[src/rtl/register_unload_serializer_pkg.sv]
// Shared types and helpers for the register unload serializer and its companion blocks.
package register_unload_serializer_pkg;

    typedef enum logic {
        ST_IDLE  = 1'b0,
        ST_SHIFT = 1'b1
    } state_t;

    // Bits needed to hold values 0..n, i.e. $clog2(n+1) with a floor of 1.
    function automatic int unsigned cnt_width(input int unsigned n);
        int unsigned w;
        w = 1;
        while ((32'd1 << w) < (n + 32'd1)) begin
            w = w + 1;
        end
        return w;
    endfunction

endpackage

[src/rtl/register_unload_serializer_if.sv]
// Load handshake and serial output handshake bundle for the unload serializer.
interface register_unload_serializer_if #(
    parameter int unsigned N = 3
);
    logic         in_valid;
    logic         in_ready;
    logic [N-1:0] D;
    logic         out_valid;
    logic         out_ready;
    logic         out_bit;
    logic         out_last;
    logic         busy;

    modport master (
        output in_valid, D, out_ready,
        input  in_ready, out_valid, out_bit, out_last, busy
    );

    modport slave (
        input  in_valid, D, out_ready,
        output in_ready, out_valid, out_bit, out_last, busy
    );
endinterface

[src/rtl/register_unload_serializer_serial_bit_counter.sv]
// Loadable down-counter with a zero flag; saturates at zero instead of wrapping.
module serial_bit_counter #(
    parameter int unsigned W = 2
) (
    input  logic         clk,
    input  logic         rst,
    input  logic         i_load,
    input  logic [W-1:0] i_load_val,
    input  logic         i_dec,
    output logic         o_zero
);
    logic [W-1:0] r_cnt;

    // Load has priority over decrement.
    always_ff @(posedge clk) begin
        if (rst) begin
            r_cnt <= '0;
        end else if (i_load) begin
            r_cnt <= i_load_val;
        end else if (i_dec && (r_cnt != '0)) begin
            r_cnt <= r_cnt - W'(1);
        end
    end

    assign o_zero = (r_cnt == '0);
endmodule

[src/rtl/register_unload_serializer.sv]
// Parallel-to-serial unload: captures an N-bit word and emits it MSB first, one bit per handshake.
// Optional SER_PARITY_EN appends an even-parity beat after the data bits.
module register_unload_serializer
    import register_unload_serializer_pkg::*;
#(
    parameter int unsigned N = 3
) (
    input logic                          clk,
    input logic                          rst,
    register_unload_serializer_if.slave  s
);
    localparam int unsigned CW = cnt_width(N);
`ifdef SER_PARITY_EN
    localparam logic [CW-1:0] LOAD_VAL = CW'(N);
`else
    localparam logic [CW-1:0] LOAD_VAL = CW'(N - 1);
`endif

    state_t       r_state;
    logic [N-1:0] r_shreg;
    logic         w_load;
    logic         w_fire;
    logic         w_cnt_zero;
    logic         w_shift_bit;
    logic         w_in_shift;

    assign w_in_shift = (r_state == ST_SHIFT);
    assign w_load     = (r_state == ST_IDLE) && s.in_valid;
    assign w_fire     = w_in_shift && s.out_ready;

    serial_bit_counter #(.W(CW)) u_cnt (
        .clk        (clk),
        .rst        (rst),
        .i_load     (w_load),
        .i_load_val (LOAD_VAL),
        .i_dec      (w_fire && !w_cnt_zero),
        .o_zero     (w_cnt_zero)
    );

`ifdef SER_PARITY_EN
    logic r_par;

    always_ff @(posedge clk) begin
        if (rst) begin
            r_par <= 1'b0;
        end else if (w_load) begin
            r_par <= ^s.D;
        end
    end

    // Counter reaches zero only on the trailing parity beat.
    assign w_shift_bit = w_cnt_zero ? r_par : r_shreg[N-1];
`else
    assign w_shift_bit = r_shreg[N-1];
`endif

    // Frame FSM and shift register; the shift register only moves on an accepted non-final beat.
    always_ff @(posedge clk) begin
        if (rst) begin
            r_state <= ST_IDLE;
            r_shreg <= '0;
        end else begin
            case (r_state)
                ST_IDLE: begin
                    if (s.in_valid) begin
                        r_shreg <= s.D;
                        r_state <= ST_SHIFT;
                    end
                end
                ST_SHIFT: begin
                    if (s.out_ready) begin
                        if (w_cnt_zero) begin
                            r_state <= ST_IDLE;
                        end else begin
                            r_shreg <= r_shreg << 1;
                        end
                    end
                end
                default: r_state <= ST_IDLE;
            endcase
        end
    end

    assign s.in_ready  = (r_state == ST_IDLE);
    assign s.busy      = w_in_shift;
    assign s.out_valid = w_in_shift;
    assign s.out_bit   = w_in_shift && w_shift_bit;
    assign s.out_last  = w_in_shift && w_cnt_zero;
endmodule

[src/flat_wrapper.sv]
// flat-port wrapper written by rule: the top's interface ports become plain ports
module register_unload_serializer_flat import register_unload_serializer_pkg::*;
#(
    parameter int unsigned N = 3
)
  (clk, rst, s_in_valid, s_D, s_out_ready, s_in_ready, s_out_valid, s_out_bit, s_out_last, s_busy);
  register_unload_serializer_if #(.N(N)) s_i ();
  input logic clk;
  input logic rst;
  input wire logic [$bits(s_i.in_valid)-1:0] s_in_valid;
  input wire logic [$bits(s_i.D)-1:0] s_D;
  input wire logic [$bits(s_i.out_ready)-1:0] s_out_ready;
  output wire logic [$bits(s_i.in_ready)-1:0] s_in_ready;
  output wire logic [$bits(s_i.out_valid)-1:0] s_out_valid;
  output wire logic [$bits(s_i.out_bit)-1:0] s_out_bit;
  output wire logic [$bits(s_i.out_last)-1:0] s_out_last;
  output wire logic [$bits(s_i.busy)-1:0] s_busy;
  assign s_i.in_valid = s_in_valid;
  assign s_i.D = s_D;
  assign s_i.out_ready = s_out_ready;
  assign s_in_ready = s_i.in_ready;
  assign s_out_valid = s_i.out_valid;
  assign s_out_bit = s_i.out_bit;
  assign s_out_last = s_i.out_last;
  assign s_busy = s_i.busy;
  register_unload_serializer #(.N(N)) u_core (.clk(clk), .rst(rst), .s(s_i));
endmodule
[config.mk]
export PLATFORM = sky130hd
export DESIGN_NAME = register_unload_serializer_flat
export DESIGN_NICKNAME = d
export VERILOG_FILES = /design/src/rtl/register_unload_serializer_pkg.sv /design/src/rtl/register_unload_serializer_if.sv /design/src/rtl/register_unload_serializer_serial_bit_counter.sv /design/src/rtl/register_unload_serializer.sv /design/src/flat_wrapper.sv
export SDC_FILE = /design/constraint.sdc
export NUM_CORES = 1
export LEC_CHECK = 0
export ABC_AREA = 0
export CELL_PAD_IN_SITES_DETAIL_PLACEMENT = 1
export CELL_PAD_IN_SITES_GLOBAL_PLACEMENT = 1
export CORE_MARGIN = 3
export CORE_UTILIZATION = 26
export CTS_CLUSTER_DIAMETER = 50
export DETAILED_ROUTE_END_ITERATION = 10
export GPL_ROUTABILITY_DRIVEN = 0
export PLACE_DENSITY_LB_ADDON = 0.1
export SYNTH_ARGS = -nofsm -noshare
export SYNTH_HDL_FRONTEND = slang
export SYNTH_HIERARCHICAL = 1
export SYNTH_SLANG_ARGS = --single-unit
[constraint.sdc]
create_clock -name clk -period 1.35 [get_ports clk]
set_input_delay 0.135 -clock clk [delete_from_list [all_inputs] [get_ports clk]]
set_output_delay 0.135 -clock clk [all_outputs]
set_load 0.03 [all_outputs]
## After elaboration in Yosys (flattened, before gate mapping)

Cells that the tools add are included.

| cells by class | value |
|---|---|
| $add $sub $neg | 1 |
| eq/ne operators | 3 |
| mux-type cells | 10 |
| bitwise logic cells | 1 |
| reduce and logical (&&, ||, !) cells | 12 |

Operators with widths:

| operator | number |
|---|---|
| 3-bit 2-to-1 mux | 3 |
| 1-bit logical AND | 6 |
| 2-bit inequality test, second input constant | 3 |
| 3-bit case mux with 2 select lines | 1 |
| 2-bit 2-to-1 mux | 2 |
| 2-bit nonzero test | 2 |
| 1-bit 2-to-1 mux | 3 |
| 3-bit AND reduction | 1 |
| 2-bit zero test | 1 |
| 1-bit case mux with 2 select lines | 1 |
| 2-bit OR reduction | 1 |
| 2-bit by 1-bit subtractor with 2-bit output, second input constant | 1 |
| 1-bit zero test | 1 |
| 1-bit inverter | 1 |

| word-level totals | value |
|---|---|
| flip-flop bits (word level) | 6 |
| output and inout port bits | 5 |
| word-level logic and storage cells | 31 |

## Depth between registers and ports, before layout

| depth | value |
|---|---|
| depth after elaboration | 6 |
| depth in mapped cells | 7 |

## Hierarchy

The synthesis kept the hierarchy.

Modules (own cells, without submodules):

| module | instances | cells each | area each (µm²) | seq. area each (µm²) |
|---|---|---|---|---|
| register_unload_serializer | 1 | 28 | 225.2 | 80.1 |
| serial_bit_counter | 1 | 14 | 126.4 | 40.0 |

## Worst setup path after synthesis

OpenSTA, ideal clock, no wires.

| path | value |
|---|---|
| path kind | register to register |
| from | register u_core.u_cnt.r_cnt[0] |
| to | register u_core.u_cnt.r_cnt[0] |
| data arrival time | 1375 ps |
| path slack | -105 ps |
| cell stages (with the launch flop) | 8 |
| path buffers | 0 |
| cell sequence | dfxtp_1 > inv_1 > ha_1 > nand3b_2 > inv_1 > nor2b_4 > xnor2_1 > a211oi_2 |

| on the way | value |
|---|---|
| word-level cells in the longest chain between the ends | 4 |
| elaborated cells on any way between the ends | 6 |
| those cells by class | add/sub: 1; reduce/logical: 5 |

RTL lines:

| what | line | source |
|---|---|---|
| start, declared | register_unload_serializer_serial_bit_counter.sv:12 | `logic [W-1:0] r_cnt;` |
| start signal, assigned | register_unload_serializer_serial_bit_counter.sv:19 | `r_cnt <= i_load_val;` |
| start signal, assigned | register_unload_serializer_serial_bit_counter.sv:21 | `r_cnt <= r_cnt - W'(1);` |
| 2-bit zero test | register_unload_serializer_serial_bit_counter.sv:25 | `assign o_zero = (r_cnt == '0);` |
| named net u_core.w_cnt_zero | register_unload_serializer.sv:23 | `logic w_cnt_zero;` |
| 1-bit zero test | register_unload_serializer.sv:36 | `.i_dec (w_fire && !w_cnt_zero),` |
| 1-bit logical AND | register_unload_serializer.sv:36 |  |
| 1-bit logical AND | register_unload_serializer_serial_bit_counter.sv:20 | `end else if (i_dec && (r_cnt != '0)) begin` |

The timed path passes the listed nets, and every way through them passes these cells.
A chain may end at the register's enable or synchronous reset.

## Final worst setup path

| path | value |
|---|---|
| from | register u_core.u_cnt.r_cnt[0] |
| to | output s_out_last |

| on the way | value |
|---|---|
| word-level cells in the longest chain between the ends | 2 |

RTL lines:

| what | line | source |
|---|---|---|
| 2-bit zero test | register_unload_serializer_serial_bit_counter.sv:25 |  |
| named net u_core.w_cnt_zero | register_unload_serializer.sv:23 |  |
| 1-bit logical AND | register_unload_serializer.sv:88 | `assign s.out_last = w_in_shift && w_cnt_zero;` |
| end, declared | flat_wrapper.sv:16 | `output wire logic [$bits(s_i.out_last)-1:0] s_out_last;` |

The timed path passes the listed nets, and every way through them passes these cells.

==> out/metrics.cfg <==
[die]
die_w_um = 42.8
core_area_um2 = 1190
die-area_um2 = 1830
start_util = 0.296
die_h_um = 42.8
boundaryPins = 12
rows = 12

[yosys]
ys_ff_latch = 6
synth.net_count = 50
syn_avg_cell_area_um2 = 8.37
synthSimpleGateAreaFrac = 0.342
synth-seq-area-share = 0.342
synth_mux_area_frac = 0
yosys_warnings = 6
synth_top_family_by_area = simple AND/OR/NAND/NOR gates
synth_top_area_share = 0.342
synth-compound-area-share = 0.149
ys_top_cells_by_area = dfxtp_1 (34%), and2_2 (8.5%), inv_1 (6.4%)
synth_xor_area_frac = 0.0249
yosysTopAreaCell = dfxtp_1
syn_area_um2 = 352
synthCells = 42
synth_fa_ha_area_frac = 0.0356
synth_cell_type_count = 19

[timing]
setup_ws_ns = 0.0507
hold_viol_final = 0
grt_setup_unrepaired = yes
report.final.slew_viol_count = 0
finalSetupTns_ns = 0
clock.fmax_mhz = 770
min_period_ns = 1.30
setup-violations-final = 0
period_share = 0.962
skew_ns = 0.00671
whs_ns = 0.451

[global_route]
gr-total-overflow = 0
grt_usage = 0.127
first_global_vias = 378
grt_max_degree = 11
antenna_found_initial = 0
grt_pass1_wl_um = 1700

[placement]
dpl.hpwl_um = 693
portBuffers = 11
pre_cts_slack_ns = -0.0516
placed_area_um2 = 499
placed_cells = 69

[worst_setup_path]
rr_startpoint = u_core/u_cnt/r_cnt[0]$_SDFFE_PP0P_
critical-path-slowest-cell = dfxtp_2
timing.rr.end = u_core/u_cnt/r_cnt[0]$_SDFFE_PP0P_
path_cells = inv_2, ha_4, buf_6, and2_4, buf_6
startpoint = u_core/u_cnt/r_cnt[0]$_SDFFE_PP0P_
setup.worst_path.end_class = primary output
ff2ff_path_depth = 7
critPathMaxStageDelay_ns = 0.34
cpMostUsedCell = buf_6
critPathMaxFanout = 2
worstPathRequired_ns = 1.22
cp-endpoint = s_out_last
worstSetupPathType = reg -> out
crit_path_start_kind = register
cp.arrival_ns = 1.16
rrSetupSlack_ns = 0.07

[outcome]
status = complete, no violations

[final_layout]
fillCellCount = 142
ff_latch_area_um2 = 124
final_cells = 76
final_cell_area_um2 = 579
area_delta_synth_final_pct = 64.8
multiInputGateArea_um2 = 231
drive_gt1_frac = 0.452
antenna_cells = 0
finalNetCount = 72

[drt]
drtIter0Drc = 2
dr.pass1.iters = 2
detail-route-antenna-nets = 0
routed_wl_um = 972
vias = 351
wl_per_cell_um = 12.8
drc_errors = 0
viasPerCell = 4.62

[cts]
numCtsBuffers = 3
insertion_delay_ns = 0.24
clk_pin_slew_ns = 0.05
clock_path_buffers = 2
root_buffer = clkbuf_4
htreeDepth = 1
cts_tree = built
clock_sinks = 6

[job]
max_cap_viol_count = 0

[pwr]
powerDensity_nw_per_um2 = 954
ir_drop_uv = 601
power_leakage_nw = 0.265

[hold_path]
hold_class = in -> reg

## kinds of logic (layout without fill, tap and decap cells)
group           count (synthesis)  count (layout)
simple gates                   18              18
buf+inv                         7              27
xor+xnor                        1               1
other cells                     2               2
flops                           6               6
fa+ha+maj                       1               1
compound gates                  7               7
## worst min-delay path by stage
stage / from / end / slack [ns] / depth (start not counted)
floorplan: rst / u_core/s.busy$_SDFF_PP0_ / 0.20 / 1
global placement: u_core/r_shreg[0]$_SDFFE_PP0P_ / u_core/r_shreg[0]$_SDFFE_PP0P_ / 0.46 / 2
detailed placement: u_core/r_shreg[0]$_SDFFE_PP0P_ / u_core/r_shreg[0]$_SDFFE_PP0P_ / 0.47 / 2
CTS: s_D[0] / u_core/r_shreg[0]$_SDFFE_PP0P_ / 0.45 / 3
global route: s_D[0] / u_core/r_shreg[0]$_SDFFE_PP0P_ / 0.46 / 3
finish: s_D[0] / u_core/r_shreg[0]$_SDFFE_PP0P_ / 0.45 / 3
## flip-flops by register name, indices dropped and copies added (netlist names)
| register | cells |
|---|---|
| u_core/s.busy | 1 |
| u_core/u_cnt/r_cnt | 2 |
| u_core/r_shreg | 3 |
## routing by layer
| layer | share of wire | vias to the layer above | track usage |
|---|---|---|---|
| met3 | 0.078 | 2 | 0.0551 |
| met4 | 0.015 | 0 | 0.0745 |
| met1 | 0.40 | 162 | 0.126 |
| li1 | - | 176 | - |
| met5 | 0 | - | 0 |
| met2 | 0.51 | 11 | 0.216 |
## cells in the mapped netlist, drive strengths merged
master / n
inv: 6
and2: 4
nand3: 1
nor3: 4
nand3b: 2
conb: 2
a21oi: 3
nor2: 1
a221oi: 2
buf: 1
dfxtp: 6
xnor2: 1
ha: 1
o211ai: 1
nor2b: 1
nand2: 4
a211oi: 1
nand2b: 1
## where the power goes
part	internal (W)	switching, W
logic	0.0000925	0.0000820
registers	0.000194	0.0000146
clock network	0.000101	0.0000681
## cell type report
cell class | count | share of cell area
inverter | 6 | 0.0389
tap | 14 | 0.0302
clock buffer | 3 | 0.0389
timing repair buffer | 18 | 0.279
sequential | 6 | 0.214
multi-input combinational | 29 | 0.400
## cell usage in the layout, fill, tap and decap left out, drive strengths merged, types with 2 or more instances in the layout
master | Yosys | routed
a221oi | 2 | 2
nand2 | 4 | 4
clkdlybuf4s50 | 0 | 6
clkbuf | 0 | 3
a21oi | 3 | 3
conb | 2 | 2
dlygate4sd2 | 0 | 3
buf | 1 | 9
nand3b | 2 | 2
dfxtp | 6 | 6
and2 | 4 | 4
nor3 | 4 | 4
inv | 6 | 6
## metrics by stage
stage / total power (W) / utilization
floorplan: 0.000297 / -
detailed placement: 0.000361 / 0.421
CTS: 0.000540 / 0.460
finish: 0.000552 / 0.488
global placement: 0.000352 / 0.421
global route: 0.000587 / 0.488
## repair_timing
action,in CTS,in global routing
hold buffers,0,0
setup endpoints to repair,5,3
buffers inserted,2,2
pin swaps,1,2
resized for setup,8,5
## worst max-delay path, delay by kind of cell, from the launching register on
| kind | cells | cell delay, ns |
|---|---|---|
| flip-flops | 1 | 0.34 |
| buffers and inverters | 3 | 0.29 |
| adder cells (fa/ha/maj) | 1 | 0.15 |
| AND/OR/NAND/NOR | 1 | 0.14 |
Power figures use the tool's default switching activity.
